$ cat config.mk
export PLATFORM = sky130hd
export DESIGN_NAME = exp_pwm_multi
export DESIGN_NICKNAME = d
export VERILOG_FILES = /design/src/rtl/exp_pwm_multi.sv
export SDC_FILE = /design/constraint.sdc
export NUM_CORES = 1
export LEC_CHECK = 0
export BUFFER_PORTS_ARGS = -buffer_cell sky130_fd_sc_hd__buf_4
export CAP_MARGIN = 20
export CORE_MARGIN = 2
export CORE_UTILIZATION = 40
export CTS_CLUSTER_SIZE = 14
export DETAILED_ROUTE_END_ITERATION = 16
export GPL_TIMING_DRIVEN = 0
export SLEW_MARGIN = 20
export SYNTH_ARGS = -nofsm -noshare
export SYNTH_HDL_FRONTEND = slang
export SYNTH_SLANG_ARGS = --single-unit
$ cat constraint.sdc
create_clock -name clk -period 2.8 [get_ports clk]
set_clock_uncertainty 0.1 [all_clocks]
set_input_delay 0.42 -clock clk [delete_from_list [all_inputs] [get_ports clk]]
set_output_delay 0.42 -clock clk [all_outputs]
set_load 0.01 [all_outputs]
$ cat src/rtl/exp_pwm_multi.sv
// Multi-channel PWM with exponential level-to-duty mapping and per-channel
// ramp generators (static, triangle, sawtooth). One shared 8-bit counter sets
// the 256-clock period. Duties are latched only at the period boundary, so
// outputs never glitch mid-period.
module exp_pwm_multi #(
  parameter int CHANNELS = 4,
  parameter int CH_BITS  = 2
) (
  input  logic                clk,
  input  logic                rst,
  input  logic                cfg_we,
  input  logic [CH_BITS-1:0]  cfg_ch,
  input  logic [1:0]          cfg_sel,
  input  logic [7:0]          cfg_data,
  output logic [CHANNELS-1:0] pwm_out,
  output logic                period_start
);

  localparam logic [1:0] MODE_OFF    = 2'd0;
  localparam logic [1:0] MODE_STATIC = 2'd1;
  localparam logic [1:0] MODE_TRI    = 2'd2;
  localparam logic [1:0] MODE_SAW    = 2'd3;

  localparam logic [1:0] SEL_MODE  = 2'd0;
  localparam logic [1:0] SEL_LEVEL = 2'd1;
  localparam logic [1:0] SEL_RATE  = 2'd2;

  // Exponential map: 1.mmmmm mantissa shifted by a 3-bit exponent, then
  // scaled down by 32. Level 0 is forced to a true zero duty.
  function automatic logic [7:0] level_to_duty(input logic [7:0] lvl);
    logic [12:0] mant;
    logic [12:0] shifted;
    mant    = {7'd0, 1'b1, lvl[4:0]};
    shifted = mant << lvl[7:5];
    if (lvl == 8'd0) begin
      return 8'd0;
    end
    return shifted[12:5];
  endfunction

  // Triangle step: bounce off both rails without ever sitting on them twice.
  function automatic logic [8:0] tri_step(input logic [7:0] lvl, input logic up);
    logic [7:0] nlvl;
    logic       nup;
    nlvl = lvl;
    nup  = up;
    if (up) begin
      if (lvl == 8'hFF) begin
        nlvl = 8'hFE;
        nup  = 1'b0;
      end else begin
        nlvl = lvl + 8'd1;
      end
    end else begin
      if (lvl == 8'h00) begin
        nlvl = 8'h01;
        nup  = 1'b1;
      end else begin
        nlvl = lvl - 8'd1;
      end
    end
    return {nup, nlvl};
  endfunction

  logic [7:0]          cnt_q, cnt_d;
  logic                ps_q, ps_d;
  logic [CHANNELS-1:0] pwm_q, pwm_d;
  logic                wrap;

  logic [1:0] mode_q  [CHANNELS];
  logic [1:0] mode_d  [CHANNELS];
  logic [7:0] level_q [CHANNELS];
  logic [7:0] level_d [CHANNELS];
  logic [7:0] rate_q  [CHANNELS];
  logic [7:0] rate_d  [CHANNELS];
  logic [7:0] rcnt_q  [CHANNELS];
  logic [7:0] rcnt_d  [CHANNELS];
  logic       up_q    [CHANNELS];
  logic       up_d    [CHANNELS];
  logic [7:0] duty_q  [CHANNELS];
  logic [7:0] duty_d  [CHANNELS];

  // Shared period counter, period marker and registered PWM comparison.
  always_comb begin
    cnt_d = cnt_q + 8'd1;
    wrap  = (cnt_q == 8'hFF);
    ps_d  = (cnt_q == 8'd0);
    pwm_d = '0;
    for (int i = 0; i < CHANNELS; i++) begin
      pwm_d[i] = (mode_q[i] != MODE_OFF) && (cnt_q < duty_q[i]);
    end
  end

  // Per-channel duty latch, ramp stepping at the period boundary, and config
  // writes; a write overrides whatever the step would have put in that field.
  always_comb begin
    logic [8:0] tri_nxt;
    mode_d  = mode_q;
    level_d = level_q;
    rate_d  = rate_q;
    rcnt_d  = rcnt_q;
    up_d    = up_q;
    duty_d  = duty_q;
    tri_nxt = '0;
    for (int i = 0; i < CHANNELS; i++) begin
      if (wrap) begin
        duty_d[i] = level_to_duty(level_q[i]);
        if (mode_q[i] != MODE_OFF) begin
          if (rcnt_q[i] == rate_q[i]) begin
            rcnt_d[i] = 8'd0;
            case (mode_q[i])
              MODE_TRI: begin
                tri_nxt    = tri_step(level_q[i], up_q[i]);
                level_d[i] = tri_nxt[7:0];
                up_d[i]    = tri_nxt[8];
              end
              MODE_SAW: level_d[i] = level_q[i] + 8'd1;
              default:  level_d[i] = level_q[i];
            endcase
          end else begin
            rcnt_d[i] = rcnt_q[i] + 8'd1;
          end
        end
      end
      if (cfg_we && (cfg_ch == CH_BITS'(i))) begin
        case (cfg_sel)
          SEL_MODE: begin
            mode_d[i] = cfg_data[1:0];
            up_d[i]   = 1'b1;
          end
          SEL_LEVEL: level_d[i] = cfg_data;
          SEL_RATE: begin
            rate_d[i] = cfg_data;
            rcnt_d[i] = 8'd0;
          end
          default: ;
        endcase
      end
    end
  end

  // State registers; reset returns every channel to OFF with zero duty.
  always_ff @(posedge clk) begin
    if (rst) begin
      cnt_q <= 8'd0;
      ps_q  <= 1'b0;
      pwm_q <= '0;
      for (int i = 0; i < CHANNELS; i++) begin
        mode_q[i]  <= MODE_OFF;
        level_q[i] <= 8'd0;
        rate_q[i]  <= 8'd0;
        rcnt_q[i]  <= 8'd0;
        up_q[i]    <= 1'b1;
        duty_q[i]  <= 8'd0;
      end
    end else begin
      cnt_q <= cnt_d;
      ps_q  <= ps_d;
      pwm_q <= pwm_d;
      for (int i = 0; i < CHANNELS; i++) begin
        mode_q[i]  <= mode_d[i];
        level_q[i] <= level_d[i];
        rate_q[i]  <= rate_d[i];
        rcnt_q[i]  <= rcnt_d[i];
        up_q[i]    <= up_d[i];
        duty_q[i]  <= duty_d[i];
      end
    end
  end

  assign pwm_out      = pwm_q;
  assign period_start = ps_q;

endmodule
==> Word-level counts from Yosys, hierarchy flattened <==
Index checks and enable logic that the tools add are counted.
{ "classes": {"order_cmp": 4, "n_addsub": 13, "eq_ne": 22, "n_shift": 4, "n_reduce_logical": 27, "n_mux": 104} }
{ "ops": {"columns": ["op", "count"], "rows": [
  ["8-bit 2-to-1 mux", 60],
  ["8-bit by 1-bit adder with 8-bit output, second input constant", 9],
  ["8-bit case mux with 2 select lines", 4],
  ["6-bit by 3-bit << shifter with 13-bit output", 4],
  ["8-bit == test, second input constant", 5],
  ["8-bit logical NOT", 5],
  ["1-bit 2-to-1 mux", 40],
  ["8-bit == test", 4],
  ["8-bit less-than comparator", 4],
  ["8-bit by 1-bit subtractor with 8-bit output, second input constant", 4],
  ["2-bit == test, second input constant", 11],
  ["2-bit AND reduction", 8],
  ["1-bit logical AND", 8],
  ["2-bit nonzero test", 4],
  ["2-bit by 1-bit == test with 1-bit output, second input constant", 2],
  ["2-bit logical NOT", 2]
]} }
{ "word_totals": {"word_cells": 201, "out_inout_bits": 5, "reg_bits": 153, "input_bits": 15} }

==> Logic depth before layout (Yosys ltp) <==
{ "depth": {"ltp_word": 9, "ltp_mapped": 9, "mapped_depth_nobuf": 8} }

==> Worst setup path before layout <==
OpenSTA, ideal clock, no wires.
{ "synth_timing": {"path_kind": "register to register", "startpoint": "register level_q[0] (netlist name)", "endpoint": "register level_q[1] (netlist name)", "arrival_ns": 1.992, "path_stages_with_launch": 10, "n_path_buf": 1, "slack_ns": 0.576, "path_cell_list": "dfxtp_1 clkbuf_1 inv_1 ha_1 nor4b_1 nand3_1 nand3_1 o21ai_0 a221oi_1 nor3_1"} }
{ "synth_via": {"elab_chain_len": 9, "word_cells_on_any_way": 13} }
{ "synth_rtl": {"columns": ["element", "line_no", "source"], "rows": [
  ["start: declaration", "72", "logic [7:0] level_q [CHANNELS];"],
  ["start signal: indexed assignment", "162", "level_q[i] <= level_d[i];"],
  ["8-bit by 1-bit subtractor with 8-bit output (tied with other cells)", "59", "nlvl = lvl - 8'd1;"],
  ["8-bit 2-to-1 mux, on equally long branches", "55, 48", null],
  ["8-bit 2-to-1 mux", "47", "if (up) begin"],
  ["8-bit case mux with 2 select lines (*)", "111", "case (mode_q[i])"],
  ["8-bit 2-to-1 mux (*)", "109", "if (rcnt_q[i] == rate_q[i]) begin"],
  ["8-bit 2-to-1 mux (*)", "108", "if (mode_q[i] != MODE_OFF) begin"],
  ["8-bit 2-to-1 mux (*)", "106", "if (wrap) begin"],
  ["8-bit 2-to-1 mux", "126", "case (cfg_sel)"],
  ["8-bit 2-to-1 mux (*)", "125", "if (cfg_we && (cfg_ch == CH_BITS'(i))) begin"]
]} }
Every way passes the cells marked *; elsewhere a longest branch is shown, timed or not.
A chain may end at the register's enable or synchronous reset.

==> Worst setup path after layout <==
{ "layout_timing": {"startpoint": "register cnt_q[1]", "endpoint": "register duty_q[9] (netlist name)"} }
{ "layout_via": {"elab_chain_len": 1} }
{ "layout_rtl": {"columns": ["element", "line_no", "source"], "rows": [
  ["start: declaration", "65", "logic [7:0] cnt_q, cnt_d;"],
  ["start signal: assignment", "157", "cnt_q <= cnt_d;"],
  ["8-bit == test", "86", "wrap = (cnt_q == 8'hFF);"],
  ["end signal: indexed assignment", "166", "duty_q[i] <= duty_d[i];"],
  ["end: declaration", "80", "logic [7:0] duty_q [CHANNELS];"]
]} }
Every way passes these cells.

==> qor.csv <==
metric;value;unit
cts_tree;built;
io_pins;20;
slew_violations;0;
drtIter0Drc;835;
hold_class;in -> reg;
ctsResizeCount;11;
ys_ff_latch;153;
finalSetupViolations;0;
final_hold_viol_count;0;
yosysSeqAreaShare;30.70;%
power.total;5.033;mW
grt_max_degree;19;
clk_pin_slew;0.07;ns
clock_latency;0.44;ns
tns;0;ns
r2r_setup_slack;0.11;ns
peakVddDrop;0.0003458;V
cts-root-buf;clkbuf_16;
n_antenna_cell;0;
status;finished clean;
ant_nets;0;
grt.total_usage;24.13;%
yosysWarnings;0;
numCtsBuffers;17;
overflow;0;
cts_sinks;153;
p_leak;4.120;nW
crit_buf_inv;3;
power.density;450.6;mW/mm^2
grt_first_pass_wirelength;49.85;mm
start_util;40.90;%
max_stage_delay;0.45;ns
critPathSlowestCell;dfxtp_2;
die-area;0.02622;mm^2
cap_violations;0;
fmax;371.2;MHz
cp.arrival;2.96;ns
cts_htree_levels;4;
syn-num-nets;1339;
wl;31.35;mm
endpoint_kind;flop;
cp_max_fo;10;
syn_area;0.009976;mm^2
cts_hold_buffers;0;
period_share;96.21;%
first_pass_iters;6;
drc;0;
coreArea;0.02439;mm^2
postSynth.asyncResetShare;0;%
cts_buffer_depth;2;
row_count;57;
die_w;161.9;um
critPathTopFamily;buffers and inverters;
fin_hold_ws;0.1753;ns
synth_edf_count;0;
dpl.hpwl;21.91;mm
final_layout_size_suffix_gt1_share;7.855;%
crit_path_start_kind;flop;
via_per_inst;5.839;
wl_per_cell;19.03;um
worstMarginPinSlew;0.9929;ns
synthToLayoutAreaGrowth;11.95;%
syn_inst;1278;
place.port_buffers;13;
crit_chain;ha_1 -> nand3_2 -> nor2_2 -> buf_4 -> clkbuf_2 -> clkbuf_4 -> o211ai_1 -> a21oi_1;
die_h;161.9;um
nets;1372;
post-cts-setup-buffers;0;
worstPathRequired;3.06;ns
vias;9623;
synthFlopType;dfxtp_1;
grt_pass1_vias;9047;
antenna_found_initial;0;
crit_type;reg -> reg;
relSlewSlack;33.29;%
fin_crit;2.694;ns
nFillCells;2497;
place.gp.congestion;0.9349;
rsz0062_at_grt;true;
synth_area_per_cell;7.806;um^2
ys_types;79;
-- logic make-up (layout without fill, tap and decap cells) --
family | count (synthesis) | in the layout | share of synthesized area, %
adders and majority gates | 46 | 46 | 5.769
and+or+nand+nor | 484 | 484 | 23.62
DFF | 153 | 153 | 30.70
xor gates and xnor gates | 89 | 89 | 7.814
buffers and inverters | 149 | 195 | 6.848
AOI/OAI and AO/OA | 307 | 307 | 20.06
muxes | 50 | 50 | 5.192
-- synth_stat cells, types with 9 or more instances --
library cell,number,area share (%)
a211oi_1,37,2.8
a21o_1,19,1.4
a21oi_1,99,5.0
a31oi_1,14,0.88
and3_1,17,1.1
clkbuf_1,72,2.7
dfxtp_1,153,31
ha_1,46,5.8
inv_1,48,1.8
mux2i_1,45,4.5
nand2_1,106,4.0
nand2b_1,18,1.1
nand3_1,51,2.6
nand4_1,42,2.6
nor2_1,155,5.8
nor3_1,28,1.4
nor4_1,12,0.75
o211ai_1,11,0.83
o21a_1,9,0.68
o21ai_0,48,2.4
xnor2_1,21,1.8
xor2_1,68,6.0
-- stage by stage --
step	area, um^2	setup WS, ns	utilization [%]	instances
2_1_floorplan	9976	0.5759	-	1278
3_3_place_gp	10480	-0.8777	42.96	1615
3_5_place_dp	10490	-0.6343	42.99	1616
4_1_cts	11110	0.02294	45.56	1648
5_1_grt	11170	-0.03382	45.79	1648
6_report	11170	0.1062	45.79	1648
-- placed cells by master (no fill, tap or decap), drive strengths merged, types with 5 or more instances in the layout --
master   synthesis  final
nor2           155    155
dfxtp          153    153
nand2          107    107
clkbuf          83    100
a21oi           99     99
xor2            68     68
inv             49     60
nand3           52     52
o21ai           48     48
ha              46     46
mux2i           45     45
nand4           42     42
a211oi          38     38
buf             16     30
nor3            28     28
xnor2           21     21
a21o            19     19
nand2b          18     18
and3            17     17
a31oi           14     14
nor4            13     13
o211ai          11     11
o21a             9      9
o2111ai          8      8
nor2b            8      8
or3              8      8
a311oi           7      7
a2111oi          6      6
and2             6      6
nand3b           5      5
a32oi            5      5
and4             5      5
clkinv           1      5
-- worst min-delay path, cell delays in order --
cell and delay, ns:
buf_12 0.13, nand2_1 0.06, a21oi_1 0.05
-- state kept, by name (all words and copies together) (netlist names) --
register      count
cnt_q             8
duty_q           32
rcnt_q           32
period_start      1
mode_q            8
level_q          32
up_q              4
rate_q           32
pwm_out           4
-- power breakdown --
group | internal (mW) | switching [mW] | total [mW] | leakage [nW]
clock network | 1.21 | 1.14 | 2.35 | 0.293
registers | 2.20 | 0.0259 | 2.22 | 1.24
logic | 0.156 | 0.300 | 0.457 | 2.59
-- path summary, 6_finish.rpt --
check | start | depth (start not counted) | endpoint
min | cfg_data[5] | 3 | rate_q[29]
max reg2reg | cnt_q[1] | 8 | duty_q[9]
max | cnt_q[1] | 8 | duty_q[9]
min reg2reg | duty_q[5] | 2 | duty_q[5]
-- cell type report --
cell class	instances	area [um^2]	area share (%)
Multi-Input combinational cell	976	6305	56.45
Sequential cell	153	3065	27.45
Buffer	99	505.5	4.526
Clock buffer	17	425.4	3.809
Tap cell	324	405.4	3.630
Inverter	50	187.7	1.680
Clock inverter	15	168.9	1.512
Timing Repair Buffer	14	105.1	0.9411
-- metal layers --
layer,track usage [%],up-vias,part of all wire [%]
met4,5.994,0,1.7
met3,3.728,49,6.6
met2,37.45,345,44
li1,-,4639,-
met1,35.00,4590,47
met5,0,-,0
(Power assumes the default switching activity.)
